`src/rtl/sad_pkg.sv`:
```
// Shared types and sizing helpers for the SAD datapath.
// Imported by the abs-diff stage and the block accumulator.
package sad_pkg;

  localparam int PIX_W_DEF = 8;
  localparam int BLK_N_DEF = 16;

  function automatic int sad_sum_w(input int pix_w, input int blk_n);
    return pix_w + $clog2(blk_n);
  endfunction

  typedef enum logic {
    ACC  = 1'b0,
    DONE = 1'b1
  } state_t;

endpackage

```
`src/rtl/abs_diff.sv`:
```
// Combinational |a-b| for unsigned pixels.
// Negative differences are folded back with a two's-complement negate.
module abs_diff
  import sad_pkg::*;
#(
  parameter int PIX_W = PIX_W_DEF
) (
  input  logic [PIX_W-1:0] a,
  input  logic [PIX_W-1:0] b,
  output logic [PIX_W-1:0] abs
);

  logic [PIX_W:0]   diff;
  logic [PIX_W-1:0] neg;

  assign diff = {1'b0, a} - {1'b0, b};
  // Only the low bits of ~diff+1 survive, so the sign bit is not needed.
  assign neg  = ~diff[PIX_W-1:0] + {{(PIX_W-1){1'b0}}, 1'b1};
  assign abs  = diff[PIX_W] ? neg : diff[PIX_W-1:0];

endmodule

```
`src/rtl/sad_block_accumulator.sv`:
```
// Per-block sum of absolute differences over BLK_N pixel pairs.
// Two-stage pipe: registered |a-b|, then accumulate; result on valid/ready.
module sad_block_accumulator
  import sad_pkg::*;
#(
  parameter  int PIX_W = PIX_W_DEF,
  parameter  int BLK_N = BLK_N_DEF,
  localparam int SUM_W = sad_sum_w(PIX_W, BLK_N)
) (
  input  logic             clk,
  input  logic             rst_n,
  input  logic             clr,
  input  logic             in_valid,
  output logic             in_ready,
  input  logic [PIX_W-1:0] pix_a,
  input  logic [PIX_W-1:0] pix_b,
  output logic             sad_valid,
  input  logic             sad_ready,
  output logic [SUM_W-1:0] sad_sum
);

  localparam int CNT_W = $clog2(BLK_N) + 1;
  localparam logic [CNT_W-1:0] CNT_FULL = CNT_W'(BLK_N);
  localparam logic [CNT_W-1:0] CNT_LAST = CNT_W'(BLK_N - 1);
  localparam logic [CNT_W-1:0] CNT_ONE  = CNT_W'(1);

  state_t           state;
  logic             started;
  logic [CNT_W-1:0] in_cnt;
  logic [CNT_W-1:0] acc_cnt;
  logic [PIX_W-1:0] abs_v;
  logic [PIX_W-1:0] d_q;
  logic             d_v;
  logic [SUM_W-1:0] acc;
  logic [SUM_W-1:0] acc_nxt;
  logic             accept;
  logic             hs;

  abs_diff #(.PIX_W(PIX_W)) u_abs (
    .a   (pix_a),
    .b   (pix_b),
    .abs (abs_v)
  );

  assign in_ready = started && (state == ACC)
                 && (in_cnt != CNT_FULL);
  assign accept   = in_valid && in_ready;
  assign hs       = sad_valid && sad_ready;
  assign acc_nxt  = acc + SUM_W'(d_q);

  // Holds input closed until the first edge after reset release.
  always_ff @(posedge clk or negedge rst_n) begin
    if (!rst_n) started <= 1'b0;
    else        started <= 1'b1;
  end

  // Stage 1: register |a-b| and count pairs taken this block.
  always_ff @(posedge clk or negedge rst_n) begin
    if (!rst_n) begin
      d_q    <= '0;
      d_v    <= 1'b0;
      in_cnt <= '0;
    end else if (clr) begin
      d_v    <= 1'b0;
      in_cnt <= '0;
    end else begin
      d_v <= accept;
      if (accept) d_q <= abs_v;
      if (hs)          in_cnt <= '0;
      else if (accept) in_cnt <= in_cnt + CNT_ONE;
    end
  end

  // Stage 2 and block FSM: accumulate, publish, wait for handshake.
  always_ff @(posedge clk or negedge rst_n) begin
    if (!rst_n) begin
      state     <= ACC;
      acc       <= '0;
      acc_cnt   <= '0;
      sad_valid <= 1'b0;
      sad_sum   <= '0;
    end else if (clr) begin
      state     <= ACC;
      acc       <= '0;
      acc_cnt   <= '0;
      sad_valid <= 1'b0;
    end else begin
      unique case (state)
        ACC: begin
          if (d_v) begin
            acc     <= acc_nxt;
            acc_cnt <= acc_cnt + CNT_ONE;
            if (acc_cnt == CNT_LAST) begin
              sad_sum   <= acc_nxt;
              sad_valid <= 1'b1;
              state     <= DONE;
            end
          end
        end
        DONE: begin
          if (sad_ready) begin
            acc       <= '0;
            acc_cnt   <= '0;
            sad_valid <= 1'b0;
            state     <= ACC;
          end
        end
      endcase
    end
  end

endmodule

```
`config.mk`:
```
export PLATFORM = sky130hd
export DESIGN_NAME = sad_block_accumulator
export DESIGN_NICKNAME = d
export VERILOG_FILES = /design/src/rtl/sad_pkg.sv /design/src/rtl/abs_diff.sv /design/src/rtl/sad_block_accumulator.sv
export SDC_FILE = /design/constraint.sdc
export NUM_CORES = 1
export LEC_CHECK = 0
export BUFFER_PORTS_ARGS = -buffer_cell sky130_fd_sc_hd__clkbuf_2
export CAP_MARGIN = 20
export CORE_UTILIZATION = 52
export DETAILED_ROUTE_END_ITERATION = 7
export GPL_ROUTABILITY_DRIVEN = 0
export PLACE_DENSITY = 0.79
export SKIP_LAST_GASP = 1
export SLEW_MARGIN = 20
export SYNTH_ARGS = -nofsm -noshare
export SYNTH_HDL_FRONTEND = slang
export SYNTH_SLANG_ARGS = --single-unit
```
`constraint.sdc`:
```
create_clock -name clk -period 2.45 [get_ports clk]
set_clock_uncertainty 0.2 [all_clocks]
set_input_delay 0.735 -clock clk [delete_from_list [all_inputs] [get_ports clk]]
set_output_delay 0.735 -clock clk [all_outputs]
set_load 0.02 [all_outputs]
```
# ---- Yosys cells after proc, flatten, opt, wreduce, memory -nomap -nowiden
# Cells that the tools add are included.
dict set report word_totals {
  reg_bits 46
  out_inout_bits 14
}
dict set report classes {
  eq_ne 5
  addsub 5
  n_reduce_logical 9
  mux 23
  bitwise_logic 3
}
# operator n
set ops {}
lappend ops {{$mux W12} 3}
lappend ops {{$mux W5} 6}
lappend ops {{$pmux W12 S2} 1}
lappend ops {{$add A12 B8 Y12} 1}
lappend ops {{$add A5 B1 Y5 const B} 2}
lappend ops {{$pmux W5 S2} 1}
lappend ops {{$mux W1} 9}
lappend ops {{$sub A8 B8 Y9} 1}
lappend ops {{$add A8 B1 Y8 const B} 1}
lappend ops {{$mux W8} 1}
lappend ops {{$not A8 Y8} 1}
lappend ops {{$ne A3 B3 Y1 const B} 2}
lappend ops {{$eq A5 B4 Y1 const B} 1}
lappend ops {{$ne A5 B5 Y1 const B} 1}
lappend ops {{$logic_and A1 B1 Y1} 4}
lappend ops {{$pmux W1 S2} 2}
lappend ops {{$reduce_and A2 Y1} 2}
lappend ops {{$reduce_and A4 Y1} 1}
lappend ops {{$ne A3 B2 Y1 const B} 1}
lappend ops {{$reduce_and A3 Y1} 1}
lappend ops {{$reduce_bool A3 Y1} 1}
lappend ops {{$not A1 Y1} 2}

# ---- Logic depth before layout (Yosys ltp)
dict set report depth {
  ltp_word 7
  ltp_mapped 11
  mapped_depth_nobuf 11
}

# ---- Modules after synthesis
# Synthesis repeated with hierarchy kept, for this count alone.
dict set report hier_totals {
  cells_unflattened 291
  area_unflattened_um2 2797.7
}
# mod instances area_per_inst_um2 cells_each
set by_module_without_submodules {}
lappend by_module_without_submodules {sad_block_accumulator 1 2323.5 224}
lappend by_module_without_submodules {abs_diff 1 474.2 67}

# ---- Worst setup path after synthesis
# No wires, ideal clock.
dict set report synth_timing {
  kind {input port to flip-flop}
  start {in pix_a[0]}
  end {reg d_q[7]}
  setup_ps 123
  required_time_ps 2127
  slack_ps -465
  path_stages 11
  t_arrival_ps 2592
  cell_sequence {inv_1 -> ha_1 -> inv_1 -> fa_1 -> a21o_1 -> a21oi_2 -> xnor2_1 -> or3_4 -> o31ai_4 -> xnor2_1 -> a21oi_1}
}
dict set report synth_between {
  elab_chain_cells 4
}
# item line
set synth_rtl {}
lappend synth_rtl {{start, declared} sad_block_accumulator.sv:15} ;# input logic [PIX_W-1:0] pix_a,
lappend synth_rtl {{$sub A8 B8 Y9 (*)} abs_diff.sv:16} ;# assign diff = {1'b0, a} - {1'b0, b};
lappend synth_rtl {{$not A8 Y8} abs_diff.sv:18} ;# assign neg = ~diff[PIX_W-1:0] + {{(PIX_W-1){1'b0}}, 1'b1};
lappend synth_rtl {{$add A8 B1 Y8} abs_diff.sv:18}
lappend synth_rtl {{$mux W8 (*)} abs_diff.sv:19} ;# assign abs = diff[PIX_W] ? neg : diff[PIX_W-1:0];
lappend synth_rtl {{end signal, assigned} sad_block_accumulator.sv:68} ;# if (accept) d_q <= abs_v;
lappend synth_rtl {{end, declared} sad_block_accumulator.sv:32} ;# logic [PIX_W-1:0] d_q;
# Mark *: on every way between the ends. The rest lies on a longest branch, timed or not.
# A chain may end at the register's enable or synchronous reset.

# ---- Worst setup path after layout
# Same ends and word-level chain as after synthesis.

==> impl_results.md <==
- Sequential cell area: ~1200 µm²
- Initial antenna violation count: 0
- Num rows: 26
- Crit path time final: around 2600 ps
- Post-detailed-routing wire length: approximately 5200 µm
- Largest net degree at the start of global routing: 29
- Fillcell total: 412
- Failing checks: setup timing
- Seq pwr share: between 40% and 50%
- Setup TNS: -438.4 ps
- Worst skew pair latency: roughly 300 ps
- Core footprint: 5107 µm²
- Final setup margin: -158.7 ps
- Via Count: approximately 2,200
- Final Hold Vio Count: 0
- Crit path DAT: approximately 2600 ps
- Longest Clk Path Bufs: 2
- WL/cell: 12.20 µm
- RSZ-0062 raised after global routing: true
- Clock network fraction of total power: approximately a quarter
- IO Port Bufs: 34
- First-pass GRT wire length: about 9000 µm
- CP Launch Type: input pin
- CTS Hold Bufs: 0
- Die footprint: ~5600 µm²
- GRT Overall Usage: between 20% and 30%
- Die Span Y: approximately 75 µm
- P_int: 1.464 mW
- Pwr Density: about 610 nW/µm²
- Min-Delay Path Class: input pin to async pin
- Syn_area_per_cell: 9.582 µm²
- Status: finished with violations
- Most frequent cells in the layout: dfrtp_1, clkbuf_2, buf_4
- # diodes: 0
- Final Max Tran Viols: 0
- Comb pwr share: 33.1%
- Root Buffer: clkbuf_8
- Layout cell share with drive strength beyond 1: between 30% and 40%
- Post-synth EDFFs: 0
- Synth Instances: roughly 290
- Total CTS buffers: 5
- Worst Setup SP: pix_a[0]
- Peak VDD IR: about 300 µV
- DRC viols: 0
- Starting density of the core: 53.85%
- Syn nets: approximately 330
- Hpwl dp: 3855 µm
- TritonCTS clock tree: yes
- Most common cell after layout, fill and taps aside: dfrtp_1
- Cell Area, Synth: 2750 µm²
- Critical path data required time: ~2400 ps
- Net Sw Power: between 0.6 and 0.7 mW
- Highest clock rate: between 300 and 400 MHz
- P&R area growth vs syn: 26.89%
- Primary FF master, synth: dfrtp_1
- Distinct cells, synth: 38
- Final setup violating endpoints: 6
- Ys Warns: 0
- # IOs: 35
- Sw frac: between 30% and 40%
- Leakage: about 1.7 nW
- Nets: between 300 and 400
- Initial DRC Count: 92
- Sequential area share after synthesis: about two fifths
- Drt pass-1 iters: 4
- Worst reg2reg startpoint: d_q[1]
- Async SR Flop Fraction: 100.0%
- Remaining Overflow, GRT: 0
- Vias per cell: slightly above 5
- Max cap viols: 0
- Crit Path Max Fanout: 2
- Critical path class: input pin to register
- Post-Route Utilization: between 60% and 70%
- Setup crit end kind: register
- Sink Count: 46
- H-Tree Depth: 2
- CTS clk-pin slew, worst paths: 90 ps
- Die width: about 75 µm
- Post-synthesis register bit count: between 40 and 50
- Period utilization: 106.5%
- Final ANT Viol Nets: 0
- Vias in the first global route: approximately 2,100
- Multi-input gate area: roughly 1600 µm²
==> synth_stat cells (5+ instances only) <==
cell type / count / area, µm²
a21oi_1: 17 / 85.08
inv_1: 23 / 86.33
nand3_1: 12 / 60.06
nor3_1: 6 / 30.03
clkbuf_1: 5 / 18.77
a22o_1: 8 / 70.07
nand2_1: 22 / 82.58
xnor2_1: 22 / 192.7
mux2_2: 8 / 90.09
dfrtp_1: 46 / 1151
o21ai_0: 21 / 105.1
ha_1: 21 / 262.8
xor2_1: 5 / 43.79
nor2_1: 25 / 93.84
nand2b_1: 5 / 31.28
==> logic make-up (layout without fill, tap and decap cells) <==
group,count (synthesis),count (layout),synth area share (%)
other,1,1,0.1364
and+or+nand+nor,86,86,15.11
AOI/OAI and AO/OA,65,65,15.06
adders and majority gates,23,23,11.01
xor gates and xnor gates,27,27,8.598
muxes,10,10,4.004
buffers and inverters,29,97,4.231
DFF,46,46,41.86
==> state kept, by name (all words and copies together) (netlist names) <==
| register | cells |
|---|---|
| acc | 12 |
| acc_cnt | 5 |
| d_q | 8 |
| d_v | 1 |
| in_cnt | 5 |
| sad_sum | 12 |
| sad_valid | 1 |
| started | 1 |
| state | 1 |
==> per-stage QoR <==
| stage | hold WS (ps) | setup slack (ps) | area [µm²] | power, mW | std cells |
|---|---|---|---|---|---|
| 2_1_floorplan | 239.4 | -354.4 | 2801 | 1.315 | 287 |
| 3_3_place_gp | 260.1 | -556.2 | 3222 | 1.489 | 409 |
| 3_5_place_dp | 269.8 | -588.3 | 3222 | 1.513 | 409 |
| 4_1_cts | 185.9 | -234.2 | 3417 | 2.105 | 423 |
| 5_1_grt | 210.6 | -242.1 | 3490 | 2.251 | 425 |
| 6_report | 175.4 | -158.7 | 3490 | 2.120 | 425 |
==> timing repair <==
action	CTS	global route
endpoints found under the setup margin	8	11
resized for setup	9	19
pin swaps	12	14
buffers inserted	6	2
endpoints found under the hold margin	0	0
==> power groups by stage <==
stage / registers [mW] / logic [mW] / clock network, mW
floorplan: 0.859 / 0.456 / 0
global placement: 0.870 / 0.619 / 0
detailed placement: 0.875 / 0.638 / 0
CTS: 0.861 / 0.673 / 0.571
global route: 0.867 / 0.783 / 0.601
finish: 0.860 / 0.703 / 0.557
==> metal layers <==
metal / global-route usage [%] / part of all wire, %
met1: 24.42 / 45
met5: 0 / 0
met2: 37.84 / 52
met3: 3.614 / 2.1
met4: 6.918 / 1.5
==> worst max-delay path, stage by stage <==
cell and delay [ps]:
buf_8 110, inv_12 40, ha_4 120, inv_2 30, fa_2 330, a21o_1 190, a21oi_2 160, xnor2_2 80
or3_4 390, o31ai_4 180, xnor2_1 140, a21oi_1 80
==> path summary, 6_finish.rpt <==
| kind | endpoint | slack [ps] | cells after the start |
|---|---|---|---|
| setup / recovery | d_q[7] | -160 | 12 |
| setup reg to reg | sad_sum[7] | 160 | 8 |
| hold / removal | acc_cnt[3] | 180 | 1 |
| hold reg to reg | sad_sum[9] | 290 | 2 |
| min in group clk | sad_sum[9] | 290 | 2 |
| max in group asynchronous | acc[4] | 1350 | 2 |
==> cell type report <==
type / count / area share [%]
repair buffers: 66 / 12.80
clock buffers: 5 / 1.972
flip-flops and latches: 46 / 32.99
well taps: 70 / 2.510
clock inverters: 3 / 1.147
inverters: 23 / 2.904
multi-input cells: 212 / 45.68
No activity file was read; power rests on OpenSTA's default activity.
